### src/rtl/pipe_stage_skid_pkg.sv
// Shared definitions for the generic pipeline-stage register: default widths
// for the EX/MEM instance and the skid-buffer state encoding.
package pipe_stage_skid_pkg;

  localparam int unsigned EXMEM_CTRL_W = 7;
  localparam int unsigned EXMEM_DATA_W = 201;

  typedef enum logic [1:0] {
    ST_EMPTY = 2'd0,
    ST_ONE   = 2'd1,
    ST_TWO   = 2'd2
  } skid_state_e;

  function automatic logic [1:0] beat_count(input logic main_valid, input logic skid_valid);
    return {1'b0, main_valid} + {1'b0, skid_valid};
  endfunction

endpackage

### src/rtl/pipe_stage_skid_slot.sv
// One beat of storage (control + payload + valid). Clear zeroes everything,
// load captures a beat, drop invalidates and zeroes control but keeps payload.
module pipe_stage_skid_slot #(
  parameter int unsigned CTRL_W = 7,
  parameter int unsigned DATA_W = 201
) (
  input  logic              clk,
  input  logic              rst,
  input  logic              load_i,
  input  logic              drop_i,
  input  logic              clear_i,
  input  logic [CTRL_W-1:0] ctrl_i,
  input  logic [DATA_W-1:0] data_i,
  output logic              valid_o,
  output logic [CTRL_W-1:0] ctrl_o,
  output logic [DATA_W-1:0] data_o
);

  logic              valid_q, valid_d;
  logic [CTRL_W-1:0] ctrl_q, ctrl_d;
  logic [DATA_W-1:0] data_q, data_d;

  always_comb begin
    // NOTE: every next-state variable gets a default first, so no path infers a latch.
    valid_d = valid_q;
    ctrl_d  = ctrl_q;
    data_d  = data_q;
    if (clear_i) begin
      valid_d = 1'b0;
      ctrl_d  = '0;
      data_d  = '0;
    end else if (load_i) begin
      valid_d = 1'b1;
      ctrl_d  = ctrl_i;
      data_d  = data_i;
    end else if (drop_i) begin
      valid_d = 1'b0;
      ctrl_d  = '0;
    end
  end

  // NOTE: sequential state uses non-blocking assignments only, so all flops update together.
  always_ff @(posedge clk or posedge rst) begin
    if (rst) begin
      valid_q <= 1'b0;
      ctrl_q  <= '0;
      data_q  <= '0;
    end else begin
      valid_q <= valid_d;
      ctrl_q  <= ctrl_d;
      data_q  <= data_d;
    end
  end

  assign valid_o = valid_q;
  assign ctrl_o  = ctrl_q;
  assign data_o  = data_q;

endmodule

### src/rtl/pipe_stage_skid.sv
// Parametrised pipeline-stage register with valid/ready handshake, flush and
// an optional 2-entry skid buffer that keeps in_ready off the combinational path.
module pipe_stage_skid
  import pipe_stage_skid_pkg::*;
#(
  parameter int unsigned CTRL_W = EXMEM_CTRL_W,
  parameter int unsigned DATA_W = EXMEM_DATA_W,
  parameter int unsigned SKID   = 1
) (
  input  logic              clk,
  input  logic              rst,
  input  logic              flush,
  input  logic              in_valid,
  output logic              in_ready,
  input  logic [CTRL_W-1:0] in_ctrl,
  input  logic [DATA_W-1:0] in_data,
  output logic              out_valid,
  input  logic              out_ready,
  output logic [CTRL_W-1:0] out_ctrl,
  output logic [DATA_W-1:0] out_data,
  output logic [1:0]        occupancy
);

  logic              accept, emit;
  logic              main_load, main_drop;
  logic [CTRL_W-1:0] main_ctrl_in;
  logic [DATA_W-1:0] main_data_in;
  logic              skid_valid;

  assign accept = in_valid & in_ready;
  assign emit   = out_valid & out_ready;

  pipe_stage_skid_slot #(.CTRL_W(CTRL_W), .DATA_W(DATA_W)) u_main (
    .clk     (clk),
    .rst     (rst),
    .load_i  (main_load),
    .drop_i  (main_drop),
    .clear_i (flush),
    .ctrl_i  (main_ctrl_in),
    .data_i  (main_data_in),
    .valid_o (out_valid),
    .ctrl_o  (out_ctrl),
    .data_o  (out_data)
  );

  assign occupancy = beat_count(out_valid, skid_valid);

  if (SKID != 0) begin : g_skid
    skid_state_e       state_q, state_d;
    logic              skid_load, skid_drop;
    logic [CTRL_W-1:0] skid_ctrl;
    logic [DATA_W-1:0] skid_data;

    pipe_stage_skid_slot #(.CTRL_W(CTRL_W), .DATA_W(DATA_W)) u_skid (
      .clk     (clk),
      .rst     (rst),
      .load_i  (skid_load),
      .drop_i  (skid_drop),
      .clear_i (flush),
      .ctrl_i  (in_ctrl),
      .data_i  (in_data),
      .valid_o (skid_valid),
      .ctrl_o  (skid_ctrl),
      .data_o  (skid_data)
    );

    always_ff @(posedge clk or posedge rst) begin
      if (rst) state_q <= ST_EMPTY;
      else     state_q <= state_d;
    end

    always_comb begin
      state_d = state_q;
      if (flush) begin
        state_d = ST_EMPTY;
      end else begin
        case (state_q)
          ST_EMPTY: if (accept) state_d = ST_ONE;
          ST_ONE: begin
            if (accept && !emit)      state_d = ST_TWO;
            else if (emit && !accept) state_d = ST_EMPTY;
          end
          ST_TWO:   if (emit) state_d = ST_ONE;
          default:  state_d = ST_EMPTY;
        endcase
      end
    end

    // The skid slot only ever holds the younger beat; it refills main on emit.
    always_comb begin
      main_load    = 1'b0;
      main_drop    = 1'b0;
      skid_load    = 1'b0;
      skid_drop    = 1'b0;
      main_ctrl_in = in_ctrl;
      main_data_in = in_data;
      case (state_q)
        ST_EMPTY: main_load = accept;
        ST_ONE: begin
          main_load = accept & emit;
          skid_load = accept & ~emit;
          main_drop = emit & ~accept;
        end
        ST_TWO: begin
          main_load    = emit;
          skid_drop    = emit;
          main_ctrl_in = skid_ctrl;
          main_data_in = skid_data;
        end
        default: ;
      endcase
    end

    assign in_ready = (state_q != ST_TWO);
  end else begin : g_flat
    assign skid_valid   = 1'b0;
    assign in_ready     = out_ready | ~out_valid;
    assign main_load    = accept;
    assign main_drop    = emit & ~accept;
    assign main_ctrl_in = in_ctrl;
    assign main_data_in = in_data;
  end

endmodule

### config.mk
export PLATFORM = sky130hd
export DESIGN_NAME = pipe_stage_skid
export DESIGN_NICKNAME = d
export VERILOG_FILES = /design/src/rtl/pipe_stage_skid_pkg.sv /design/src/rtl/pipe_stage_skid_slot.sv /design/src/rtl/pipe_stage_skid.sv
export SDC_FILE = /design/constraint.sdc
export NUM_CORES = 1
export LEC_CHECK = 0
export CAP_MARGIN = 20
export CORE_ASPECT_RATIO = 0.5
export CORE_UTILIZATION = 45
export DETAILED_ROUTE_END_ITERATION = 8
export GPL_TIMING_DRIVEN = 0
export PLACE_DENSITY = 0.76
export SETUP_SLACK_MARGIN = 0.3
export SLEW_MARGIN = 20
export SYNTH_ARGS = -nofsm -noshare
export SYNTH_HDL_FRONTEND = slang
export SYNTH_SLANG_ARGS = --single-unit
### constraint.sdc
create_clock -name clk -period 14.4 [get_ports clk]
set_clock_uncertainty 0.2 [all_clocks]
set_input_delay 2.88 -clock clk [delete_from_list [all_inputs] [get_ports clk]]
set_output_delay 2.88 -clock clk [all_outputs]
set_load 0.02 [all_outputs]
==> metrics.cfg, run 1 <==
[setup_path]
startpoint_type=flop
critPathKind=flop to primary output
worstPathArrival_ps=2490
crit_path_top_delay_cell=clkdlybuf4s50_1
crit_buf_inv=4
critPathRequiredTime_ps=11320
path_common_cell=buf_4
ff2ff_setup_slack_ps=11890
crit_path_end_kind=primary output
reg2reg_depth=6
r2r_start=u_main.valid_o$_DFFE_PP0P_
crit_chain=nand2b_1 > buf_4 > buf_4 > buf_2 > clkdlybuf4s50_1
crit_path_max_fanout=10
crit_family=buffers and inverters
r2r_end=g_skid.u_skid.data_o[114]$_DFFE_PP0P_
slowest_delay_ps=670

[power]
sw_frac_of_total=0.285
p_leak_nw=11.8
pwr-share-comb=0.208
p_seq_frac=0.455
p_clk_frac=0.337
internal-power_mw=2.11
ir_worst_vdd_mv=0.0692
power_density_nw_per_um2=123
power.switching_uw=838

[min_path]
hold_depth=2
hold_path_class=flop to flop
hold_start=u_main.ctrl_o[4]$_DFFE_PP0P_
whs_endpoint=u_main.ctrl_o[4]$_DFFE_PP0P_

[clocking]
cts_buffers=39
cts_max_level=2
clock_path_buffers=3
cts-root-buf=clkbuf_16
clock_sinks=420
cts_tree=built
cts_hold_buf=0
ctsResizeCount=0
postCtsSetupBuffers=0
clkTransAtPathRegs_ps=60
clock_latency_ps=540

[run_status]
status=finished clean

[global_routing]
grt_pass1_wl_um=79400
grt_pass1_vias=13491
grt_usage=0.257
grt_max_degree=36
grt_remaining_overflow=0
antenna_found_initial=9

[die]
fp.dieH_um=142
die_area_sq_um=40100
coreArea_sq_um=38000
start_util=0.464
fp.dieW_um=282
rows=50
ioPinCount=425

[sta]
drv_slew=0
max_freq_mhz=180
relSlewSlack=0.461
setup-tns-final_ps=0
setup_ws_ps=8830
rsz0062_at_grt=no
setup_viol=0
period_needed_ps=5570
worstMarginPinSlew_ps=809
finalCritPeriodShare=0.387
hold_violations=0

[placement]
gp_congestion=0.851
dp_slack_ps=8980
port-buffer-count=424
dpl.hpwl_um=37000
placed_area_sq_um=22800

[route]
ant_nets=0
drc_errors=0
drtIter0Drc=740
via_per_inst=5.70
firstDrtPassIters=5
drt-total-wl_um=51800
dr_total_vias=12655
wl_per_cell_um=23.3

[finish]
final_cell_mix=424 x clkdlybuf4s50_1, 420 x dfrtp_1, 208 x mux2i_1, 208 x a22o_1, 101 x o2bb2ai_1
design_area_sq_um=24000
final_common_cell=clkdlybuf4s50_1
area_delta_synth_final_pct=36.0
final_layout_size_suffix_gt1_frac=0.161
layout.nets=1883

[logic_synthesis]
yosys.area.top_type=dfrtp_1
ys_seq_area_frac=0.595
yosysTopAreaCellShare=0.595
synth_area_sq_um=17700
synth.avg_cell_area_sq_um=14.8
syn_nets=1405
synth_cells=1191
synth_seq_cells=420
synth.distinct_cells=27
ys_top_cells_by_area=dfrtp_1 59%, mux2i_1 12%, a22o_1 10%
yosys_warnings=0

[job]
max-cap-violations=0

metrics by stage:
stage	total power [mW]	hold WS [ps]	std cells	util
floorplan	1.67	254	1191	-
global placement	1.95	272	2135	0.593
detailed placement	1.97	273	2148	0.600
CTS	2.97	292	2212	0.631
global route	3.05	304	2221	0.631
finish	2.94	289	2221	0.631
state kept, by name (all words and copies together), names as in the netlist:
signal,count
g_skid.u_skid.data_o,201
u_main.data_o,201
g_skid.u_skid.ctrl_o,7
u_main.ctrl_o,7
g_skid.state_q,2
g_skid.u_skid.valid_o,1
u_main.valid_o,1
worst min-delay path: cells and delay by family, from the launching register on:
family          cells  cell delay, ps
flops               1             340
compound gates      1              60
simple gates        1              50
power by group through the flow:
| stage | clock network (mW) | registers, mW | logic, mW |
|---|---|---|---|
| 2_1_floorplan | 0 | 1.42 | 0.246 |
| 3_3_place_gp | 0 | 1.36 | 0.590 |
| 3_5_place_dp | 0 | 1.36 | 0.613 |
| 4_1_cts | 1.01 | 1.34 | 0.616 |
| 5_1_grt | 1.06 | 1.35 | 0.647 |
| 6_report | 0.991 | 1.34 | 0.612 |
cell type report:
class | count | area [sq um]
Clock inverter | 4 | 22.5
Inverter | 3 | 15.0
Tap cell | 520 | 651
Fill cell | 2895 | 14000
Antenna cell | 9 | 22.5
Multi-Input combinational cell | 654 | 6530
Clock buffer | 60 | 1150
Timing Repair Buffer | 437 | 4500
Sequential cell | 420 | 10500
Buffer | 114 | 612
synthesized netlist by cell type, drive strengths merged:
cell type / n
a21o: 1
a21oi: 1
a22o: 208
a41o: 1
buf: 101
clkbuf: 13
dfrtp: 420
ha: 1
inv: 3
mux2: 1
mux2i: 208
nand2: 12
nand2b: 2
nor2: 3
nor3: 3
nor3b: 1
o21ai: 8
o221a: 1
o2bb2ai: 201
o31ai: 1
xnor2: 1
worst max path at each step:
stage	endpoint	slack (ps)	cells after the start	startpoint
6_report	in_ready	8830	5	g_skid.state_q[0]$_DFFE_PP0P_
5_1_grt	in_ready	8690	5	g_skid.state_q[0]$_DFFE_PP0P_
4_1_cts	in_ready	8800	5	g_skid.state_q[0]$_DFFE_PP0P_
3_5_place_dp	g_skid.u_skid.data_o[114]$_DFFE_PP0P_	8980	7	out_ready
3_3_place_gp	g_skid.u_skid.data_o[25]$_DFFE_PP0P_	3250	2	rst
2_1_floorplan	g_skid.state_q[0]$_DFFE_PP0P_	5650	1	rst
routing by layer:
layer	wire length, um	up-vias	GRT usage
met5	0	-	0
met4	2930	0	0.145
li1	-	5575	-
met3	1900	147	0.0376
met2	25800	369	0.426
met1	21100	6564	0.327
cells by family (layout without fill, tap and decap cells):
family,after synthesis,after routing,share of synthesized area
AOI/OAI and AO/OA,422,422,0.244
xor gates and xnor gates,1,1,0.000496
adders and majority gates,1,1,0.000708
buffers and inverters,117,618,0.0353
DFF,420,420,0.595
muxes,209,209,0.118
other,0,9,0
and+or+nand+nor,21,21,0.00644
(Power assumes the default switching activity.)
==> inputs of run 2 (changes only) <==
Clock period 14.4 ns to 4.6 ns, I/O delays scaled along.
==> results of run 2 <==
The final DEF is identical to that of run 1. Status: finished clean.
Main changes from that run: setup slack after placement 8980 ps -> 1140 ps; setup slack after layout 8830 ps -> 994 ps; register-to-register setup slack 11890 ps -> 2090 ps; total power 2.94 mW -> 9.21 mW; worst IR drop on VDD 0.0692 mV -> 0.217 mV
==> inputs of run 3 (changes only) <==
Clock period 4.6 ns to 3.3 ns, I/O delays scaled along.
==> run 3 against run 2 <==
  * Clock power grew 40%
  * First-iteration DRC count is 3.0% lower
  * Via count grew 0.10%
  * Global-route usage is essentially flat
  * Core utilization hardly changed
  * Worst setup slack got worse by 550 ps
  * Non-clock buffer count is the same
  * Wire length hardly changed
  * Total power up 39%
==> metrics.cfg, run 3 (synthesis results as in run 1) <==
[setup_path]
critPathRequiredTime_ps=2440
worstPathArrival_ps=1990  ; -500 ps
crit_path_end_kind=primary output
critPathKind=flop to primary output
startpoint_type=flop
crit_path_max_fanout=10  ; unchanged

[placement]
dp_slack_ps=103
dpl.hpwl_um=37000  ; unchanged
gp_congestion=0.851  ; unchanged
placed_area_sq_um=22800  ; unchanged
port-buffer-count=424  ; unchanged

[sta]
period_needed_ps=2850
drv_slew=0  ; unchanged
relSlewSlack=0.456  ; -0.00423
rsz0062_at_grt=no
finalCritPeriodShare=0.865
setup_ws_ps=446
setup-tns-final_ps=0  ; unchanged
hold_violations=0  ; unchanged
worstMarginPinSlew_ps=815  ; +6.34 ps
max_freq_mhz=350
setup_viol=0  ; unchanged

[route]
firstDrtPassIters=5  ; unchanged
ant_nets=0  ; unchanged
dr_total_vias=12668  ; +0.10%
via_per_inst=5.70  ; +0.10%
drt-total-wl_um=51800  ; about the same
wl_per_cell_um=23.3  ; about the same
drc_errors=0  ; unchanged
drtIter0Drc=718  ; -3.0%

[die]
coreArea_sq_um=38000  ; unchanged
ioPinCount=425  ; unchanged
start_util=0.464  ; unchanged
rows=50  ; unchanged
fp.dieW_um=282  ; unchanged
die_area_sq_um=40100  ; unchanged
fp.dieH_um=142  ; unchanged

[clocking]
cts_max_level=2  ; unchanged
clock_sinks=420  ; unchanged
clock_latency_ps=540  ; about the same
cts-root-buf=clkbuf_16
clock_path_buffers=3  ; unchanged
cts_tree=built
cts_buffers=39  ; unchanged
clkTransAtPathRegs_ps=70  ; about the same
cts_hold_buf=0  ; unchanged
postCtsSetupBuffers=0  ; unchanged

[finish]
area_delta_synth_final_pct=36.0  ; about the same
design_area_sq_um=24000  ; about the same
final_cell_mix=423 x clkdlybuf4s50_1, 419 x dfrtp_1, 208 x mux2i_1, 208 x a22o_1, 101 x o2bb2ai_1
layout.nets=1883  ; unchanged
final_common_cell=clkdlybuf4s50_1
fillers=2894  ; -0.035%
final_layout_size_suffix_gt1_frac=0.162  ; +0.000591

[global_routing]
antenna_found_initial=9  ; unchanged
grt_pass1_vias=13491  ; unchanged
grt_usage=0.257  ; about the same
grt_max_degree=36  ; unchanged
grt_remaining_overflow=0  ; unchanged
grt_pass1_wl_um=79400  ; about the same

[job]
max-cap-violations=0  ; unchanged

[power]
power_density_nw_per_um2=535
pwr-share-comb=0.208  ; about the same
ir_worst_vdd_mv=0.303
p_seq_frac=0.455  ; about the same
power.switching_mw=3.66
internal-power_mw=9.19
p_leak_nw=11.8  ; about the same
p_clk_frac=0.337  ; about the same
sw_frac_of_total=0.285

[min_path]
hold_path_class=input port to async pin

[run_status]
status=finished clean

run 3: final cells by class:
type	count	area, sq um	area share
antenna	9	22.5	0.000938
buffer	114	618	0.0257
clock buffer	60	1150	0.0478
clock inverter	4	22.5	0.000938
inverter	3	15.0	0.000625
multi-input combinational	654	6530	0.272
sequential	420	10500	0.438
tap	520	651	0.0271
timing repair buffer	437	4500	0.187
run 3: power groups by stage:
stage | logic (mW) | clock network, mW | registers (mW)
2_1_floorplan | 1.08 | 0 | 6.22
3_3_place_gp | 2.58 | 0 | 5.92
3_5_place_dp | 2.68 | 0 | 5.93
4_1_cts | 2.69 | 4.42 | 5.84
5_1_grt | 2.83 | 4.61 | 5.89
6_report | 2.67 | 4.33 | 5.85
run 3: repair_timing:
| action | CTS | global route |
|---|---|---|
| endpoints found under the setup margin | 1 | 1 |
| gates resized for setup | 2 | 2 |
| pin swaps | 0 | 0 |
| hold endpoints to repair | 0 | 0 |
run 3: metal layers:
layer	track usage	vias to the layer above	routed length, um
li1	-	5575	-
met5	0	-	0
met1	0.327	6580	21100
met4	0.145	0	2900
met3	0.0376	147	1920
met2	0.426	366	25900
run 3: through the flow:
| stage | util | std cells | total power [mW] | hold slack (ps) |
|---|---|---|---|---|
| 3_5_place_dp | 0.600 | 2148 | 8.60 | 273 |
| 4_1_cts | 0.631 | 2212 | 12.9 | 200 |
| 3_3_place_gp | 0.593 | 2135 | 8.50 | 272 |
| 5_1_grt | 0.632 | 2221 | 13.3 | 229 |
| 2_1_floorplan | - | 1191 | 7.29 | 254 |
| 6_report | 0.632 | 2221 | 12.8 | 218 |
run 3: path summary, 6_finish.rpt:
check | start | end | slack (ps) | cells after the start
max in group asynchronous | rst | g_skid.u_skid.data_o[44]$_DFFE_PP0P_ | 1260 | 7
worst max-delay path | g_skid.state_q[0]$_DFFE_PP0P_ | in_ready | 450 | 5
worst min register to register | u_main.ctrl_o[4]$_DFFE_PP0P_ | u_main.ctrl_o[4]$_DFFE_PP0P_ | 290 | 2
min in group clk | u_main.ctrl_o[4]$_DFFE_PP0P_ | u_main.ctrl_o[4]$_DFFE_PP0P_ | 290 | 2
worst max register to register | u_main.valid_o$_DFFE_PP0P_ | g_skid.u_skid.data_o[114]$_DFFE_PP0P_ | 790 | 6
worst min-delay path | rst | u_main.data_o[132]$_DFFE_PP0P_ | 220 | 2
run 3: critical path, cell delays in order, from the launching register on:
cell and delay [ps]:
dfrtp_2 410, nand2b_1 120, buf_4 140, buf_4 230
buf_6 200, dlygate4sd2_1 350
